## config.mk

```make
export PLATFORM = sky130hd
export DESIGN_NAME = muldiv_unit
export DESIGN_NICKNAME = d
export VERILOG_FILES = /design/src/rtl/muldiv_unit.sv
export SDC_FILE = /design/constraint.sdc
export NUM_CORES = 1
export LEC_CHECK = 0
export ABC_AREA = 1
export BUFFER_PORTS_ARGS = -buffer_cell sky130_fd_sc_hd__buf_4
export CORE_MARGIN = 5
export CORE_UTILIZATION = 33
export CTS_CLUSTER_DIAMETER = 40
export DETAILED_ROUTE_END_ITERATION = 10
export GPL_ROUTABILITY_DRIVEN = 0
export RECOVER_POWER = 25
export SLEW_MARGIN = 10
export SYNTH_ARGS = -nofsm -noshare
export SYNTH_HDL_FRONTEND = slang
export SYNTH_SLANG_ARGS = --single-unit
```

## constraint.sdc

```tcl
create_clock -name clk -period 4.7 [get_ports clk]
set_input_delay 0.705 -clock clk [delete_from_list [all_inputs] [get_ports clk]]
set_output_delay 0.705 -clock clk [all_outputs]
set_load 0.05 [all_outputs]
```

## src/rtl/muldiv_unit.sv

```systemverilog
// Iterative multiply/divide unit: one shift-add or restoring-subtract step per clock,
// WIDTH iterations, signed operands handled as magnitudes with sign fix on the last edge.
module muldiv_unit #(
  parameter int WIDTH = 16
) (
  input  logic             clk,
  input  logic             reset,
  input  logic             start,
  input  logic [1:0]       op,
  input  logic [WIDTH-1:0] a,
  input  logic [WIDTH-1:0] b,
  input  logic             kill,
  output logic             busy,
  output logic             done,
  output logic [WIDTH-1:0] res_lo,
  output logic [WIDTH-1:0] res_hi
);

  localparam int CW = $clog2(WIDTH);
  localparam logic [CW-1:0] LAST = CW'(WIDTH - 1);

  typedef enum logic [1:0] {IDLE, RUN, DONE} state_t;

  state_t           state;
  logic [CW-1:0]    cnt;
  logic             is_div;
  logic [WIDTH-1:0] mag_b;
  logic [WIDTH-1:0] acc_hi;
  logic [WIDTH-1:0] acc_lo;
  logic             neg_lo;
  logic             neg_hi;

  // Operand conditioning for the accepting edge; op[0] selects signed forms.
  logic             sa, sb;
  logic [WIDTH-1:0] mag_a_in, mag_b_in;
  assign sa       = op[0] & a[WIDTH-1];
  assign sb       = op[0] & b[WIDTH-1];
  assign mag_a_in = sa ? -a : a;
  assign mag_b_in = sb ? -b : b;

  // Multiply step: add multiplicand when the multiplier LSB is set, then shift right.
  logic [WIDTH:0]   mul_sum;
  logic [WIDTH-1:0] mul_hi_n, mul_lo_n;
  assign mul_sum  = {1'b0, acc_hi} + (acc_lo[0] ? {1'b0, mag_b} : '0);
  assign mul_hi_n = mul_sum[WIDTH:1];
  assign mul_lo_n = {mul_sum[0], acc_lo[WIDTH-1:1]};

  // Divide step: shift next dividend bit into the remainder and try to subtract.
  logic [WIDTH:0]   div_shift, div_diff;
  logic             div_ge;
  logic [WIDTH-1:0] div_hi_n, div_lo_n;
  assign div_shift = {acc_hi, acc_lo[WIDTH-1]};
  assign div_diff  = div_shift - {1'b0, mag_b};
  assign div_ge    = div_shift >= {1'b0, mag_b};
  assign div_hi_n  = div_ge ? div_diff[WIDTH-1:0] : div_shift[WIDTH-1:0];
  assign div_lo_n  = {acc_lo[WIDTH-2:0], div_ge};

  logic [WIDTH-1:0]   hi_n, lo_n;
  logic [2*WIDTH-1:0] prod, prod_fix;
  logic [WIDTH-1:0]   fin_lo, fin_hi;
  assign hi_n     = is_div ? div_hi_n : mul_hi_n;
  assign lo_n     = is_div ? div_lo_n : mul_lo_n;
  assign prod     = {mul_hi_n, mul_lo_n};
  assign prod_fix = neg_lo ? -prod : prod;
  assign fin_lo   = is_div ? (neg_lo ? -div_lo_n : div_lo_n) : prod_fix[WIDTH-1:0];
  assign fin_hi   = is_div ? (neg_hi ? -div_hi_n : div_hi_n) : prod_fix[2*WIDTH-1:WIDTH];

  // NOTE: every register here is updated with <= so all flops sample the same pre-edge values.
  always_ff @(posedge clk or posedge reset) begin
    if (reset) begin
      state  <= IDLE;
      cnt    <= '0;
      is_div <= 1'b0;
      mag_b  <= '0;
      acc_hi <= '0;
      acc_lo <= '0;
      neg_lo <= 1'b0;
      neg_hi <= 1'b0;
      busy   <= 1'b0;
      done   <= 1'b0;
      res_lo <= '0;
      res_hi <= '0;
    end else begin
      done <= 1'b0;
      unique case (state)
        IDLE, DONE: begin
          busy  <= 1'b0;
          state <= IDLE;
          if (start && !(kill && state == DONE)) begin
            state  <= RUN;
            busy   <= 1'b1;
            cnt    <= '0;
            is_div <= op[1];
            mag_b  <= mag_b_in;
            acc_hi <= '0;
            acc_lo <= mag_a_in;
            // A zero divisor keeps the quotient at all ones; the remainder follows the dividend.
            neg_lo <= (sa ^ sb) & (op[1] ? (b != '0) : 1'b1);
            neg_hi <= op[1] ? sa : (sa ^ sb);
          end
        end
        RUN: begin
          if (kill) begin
            state <= IDLE;
            busy  <= 1'b0;
            cnt   <= '0;
          end else begin
            acc_hi <= hi_n;
            acc_lo <= lo_n;
            cnt    <= cnt + 1'b1;
            if (cnt == LAST) begin
              state  <= DONE;
              busy   <= 1'b0;
              done   <= 1'b1;
              cnt    <= '0;
              res_lo <= fin_lo;
              res_hi <= fin_hi;
            end
          end
        end
        default: state <= IDLE;
      endcase
    end
  end

endmodule

```

==> flow_summary.toml <==
[timing]
fin_skew_ps = 11.86
hold_slack_ps = 464.4
hold_violations = 0
rsz0062_at_grt = "no"
final.setup.tns_ps = 0
timing.final.crit_share_pct = 81.84
worst_pin_slew_ps = 1969
finalMaxSlewViolations = 77
setup_viol = 0
finalCriticalPeriod_ps = 3846
slew_headroom_pct = -31.25
fmax_mhz = 260.0

[floorplan]
io_pins = 72
initial_core_util_pct = 33.27
dieArea_um2 = 29450
dieWidth_um = 171.6
die_h_um = 171.6
coreArea_um2 = 25910
rows = 59

[pwr]
p_per_area_nw_per_um2 = 797.1
p_leak_uw = 0.004986
peakVddDrop_uv = 360.6

[finish]
fin_util_pct = 37.55
layout.nets = 1514
final_cells = 1776
nFillCells = 2796
n_antenna_cell = 0
seq_area_um2 = 2278
drive_gt1_share_pct = 9.924
area_delta_synth_final_pct = 12.88
multiInputGateArea_um2 = 5335

[run_status]
failed_checks = "max-capacitance violations, max-slew violations"
status = "complete, but fails checks"

[clock_network]
max-clock-path-buffers = 2
cts_resized = 0
tritoncts = "yes"
cts_max_level = 3
clk_pin_slew_ps = 70
insertion_delay_ps = 360
ctsRootBufferMaster = "clkbuf_16"
cts_sinks = 91
cts_buffers = 9
post_cts.repair.setup_buffers = 0
ctsHoldBuffers = 0

[critical_path]
worstPathArrival_ps = 4140
critPathKind = "primary input to flop"
r2r_slack_ps = 1050
cp-end-kind = "flop"
path_max_fanout = 46
worst-endpoint-required_ps = 4990
start_kind = "primary input"

[detailed_routing]
route.antenna.remaining_nets = 0
vias_per_cell = 5.192
wirelength_um = 27980
wl_per_cell_um = 15.76
drt_first_iter_violations = 832
vias = 9221
dr.pass1.iters = 6
drc_errors = 0

[grt]
grt_pass1_vias = 8561
grt_max_degree = 72
grt_pass1_wl_um = 45390
overflow = 0
antenna_found_initial = 0
grt.total_usage_pct = 19.16

[place]
portBuffers = 71
hpwl_um = 21760
place_inst = 1760

[synth]
ys_seq_elements = 91
synth_top_family_by_area = "simple AND/OR/NAND/NOR gates"
synth_xor_area_share_pct = 2.439
yosys.area_share.simple_pct = 36.46
yosysUniqueCellTypes = 48
synthAdderAreaFrac_pct = 5.981
avgSynthCellArea_um2 = 6.188
synth_compound_area_share_pct = 16.93
synth-edff-count = 0
synth.area.mux_share_pct = 0
synth.net_count = 1471
synthesis.area_um2 = 8620
synth_warnings = 0
synth-main-ff-cell = "dfrtp_1"
synthCells = 1393
ys_async_sr_fraction_pct = 100.0
yosysSeqAreaShare_pct = 26.42

[flow_run]
timing.max_cap.violations = 2

[worst_hold_path]
hp-class = "primary input to async pin"
[Yosys cell counts, types with 3 or more instances]
| library cell | n | area share (%) |
|---|---|---|
| inv_2 | 9 | 0.39 |
| nor3_1 | 20 | 1.2 |
| nor2_2 | 6 | 0.44 |
| xor2_1 | 15 | 1.5 |
| buf_1 | 4 | 0.17 |
| o21bai_1 | 4 | 0.35 |
| clkbuf_1 | 32 | 1.4 |
| ha_1 | 38 | 5.5 |
| nand3_1 | 123 | 7.1 |
| nor2_1 | 160 | 7.0 |
| buf_2 | 9 | 0.52 |
| clkinv_1 | 5 | 0.22 |
| o21ai_0 | 99 | 5.7 |
| o21ai_2 | 3 | 0.30 |
| xnor2_1 | 9 | 0.91 |
| o211ai_1 | 17 | 1.5 |
| nand2_2 | 10 | 0.73 |
| or2_2 | 6 | 0.44 |
| nand3b_1 | 7 | 0.61 |
| o2111ai_1 | 3 | 0.30 |
| dfrtp_1 | 91 | 26 |
| buf_6 | 3 | 0.39 |
| o31ai_1 | 15 | 1.3 |
| nor2_4 | 4 | 0.52 |
| a31oi_1 | 29 | 2.1 |
| a21oi_1 | 64 | 3.7 |
| nor4_1 | 3 | 0.22 |
| o21ai_1 | 10 | 0.58 |
| nand4_1 | 14 | 1.0 |
| o22ai_1 | 5 | 0.36 |
| inv_1 | 194 | 8.4 |
| nand2_1 | 362 | 16 |
[cells by family after synthesis]
logic type,count (synthesis)
flops,91
fa+ha+maj,40
xor+xnor,24
compound gates,255
buf+inv,257
simple gates,726
[final cells by class]
class | instances | share of cell area [%]
clock buffers | 11 | 2.392
inverters | 208 | 8.038
clock inverters | 5 | 0.8745
multi-input cells | 1045 | 54.84
repair buffers | 81 | 6.134
flip-flops and latches | 91 | 23.42
well taps | 335 | 4.308
[critical path, stage by stage]
cell and delay, ps:
clkbuf_1 180, nand2_1 80, nand3_1 70, clkbuf_1 1410
clkinv_1 830, nor2_1 380, nor4_1 90, xor2_1 140
o21bai_1 170, inv_1 70
[path summary, 6_finish.rpt]
| path | to | cells past startpoint | start |
|---|---|---|---|
| max in group asynchronous | acc_lo[13] | 3 | reset |
| worst min-delay path | done | 2 | reset |
| worst max-delay path | cnt[3] | 10 | kill |
| worst max register to register | cnt[3] | 9 | state[1] |
| min in group clk | res_lo[2] | 2 | res_lo[2] |
| worst min register to register | res_lo[2] | 2 | res_lo[2] |
[layer usage]
metal  share of wire [%]  GRT usage [%]  up-vias
li1                    -              -     4625
met1                  47          26.88     4269
met2                  45          30.79      285
met3                 5.0          2.206       42
met4                 2.4          6.200        0
met5                   0              0        -
[cell usage in the layout, fill, tap and decap left out, types with 2 or more instances in the layout]
cell type / instances
nand2_1: 362
inv_1: 193
nor2_1: 159
nand3_1: 123
o21ai_0: 99
dfrtp_1: 90
buf_4: 77
a21oi_1: 64
ha_1: 38
a31oi_1: 29
nor3_1: 20
o211ai_1: 17
xor2_1: 15
o31ai_1: 15
nand4_1: 14
nand2_2: 10
o21ai_1: 10
inv_2: 9
xnor2_1: 9
clkbuf_16: 9
nand3b_1: 7
nor2_2: 6
or2_2: 6
nor2_4: 5
clkinv_1: 5
o22ai_1: 5
clkbuf_1: 5
o21bai_1: 4
o21ai_2: 3
nor4_1: 3
o2111ai_1: 3
nand3_2: 2
nand2_4: 2
nand3_4: 2
fa_1: 2
bufinv_16: 2
[registers in the layout, summed over array words and instances, names as in the netlist, 2 cells and up]
| register | cells |
|---|---|
| acc_hi | 16 |
| acc_lo | 16 |
| cnt | 4 |
| mag_b | 16 |
| res_hi | 16 |
| res_lo | 16 |
| state | 2 |
[where the power goes]
group	total (µW)	switching [µW]	internal [µW]
registers	1520	416	1110
clock network	811	341	470
logic	5420	3760	1670
total	7760	4510	3240
[stage by stage]
step	setup WS [ps]	power (µW)	area, µm²
2_1_floorplan	1631	5521	8620
3_3_place_gp	1273	6875	9424
3_5_place_dp	1262	6913	9424
4_1_cts	1240	7746	9742
5_1_grt	469.9	8475	9729
6_report	853.7	7755	9729
Note: power is estimated with default switching activity, not from simulation.
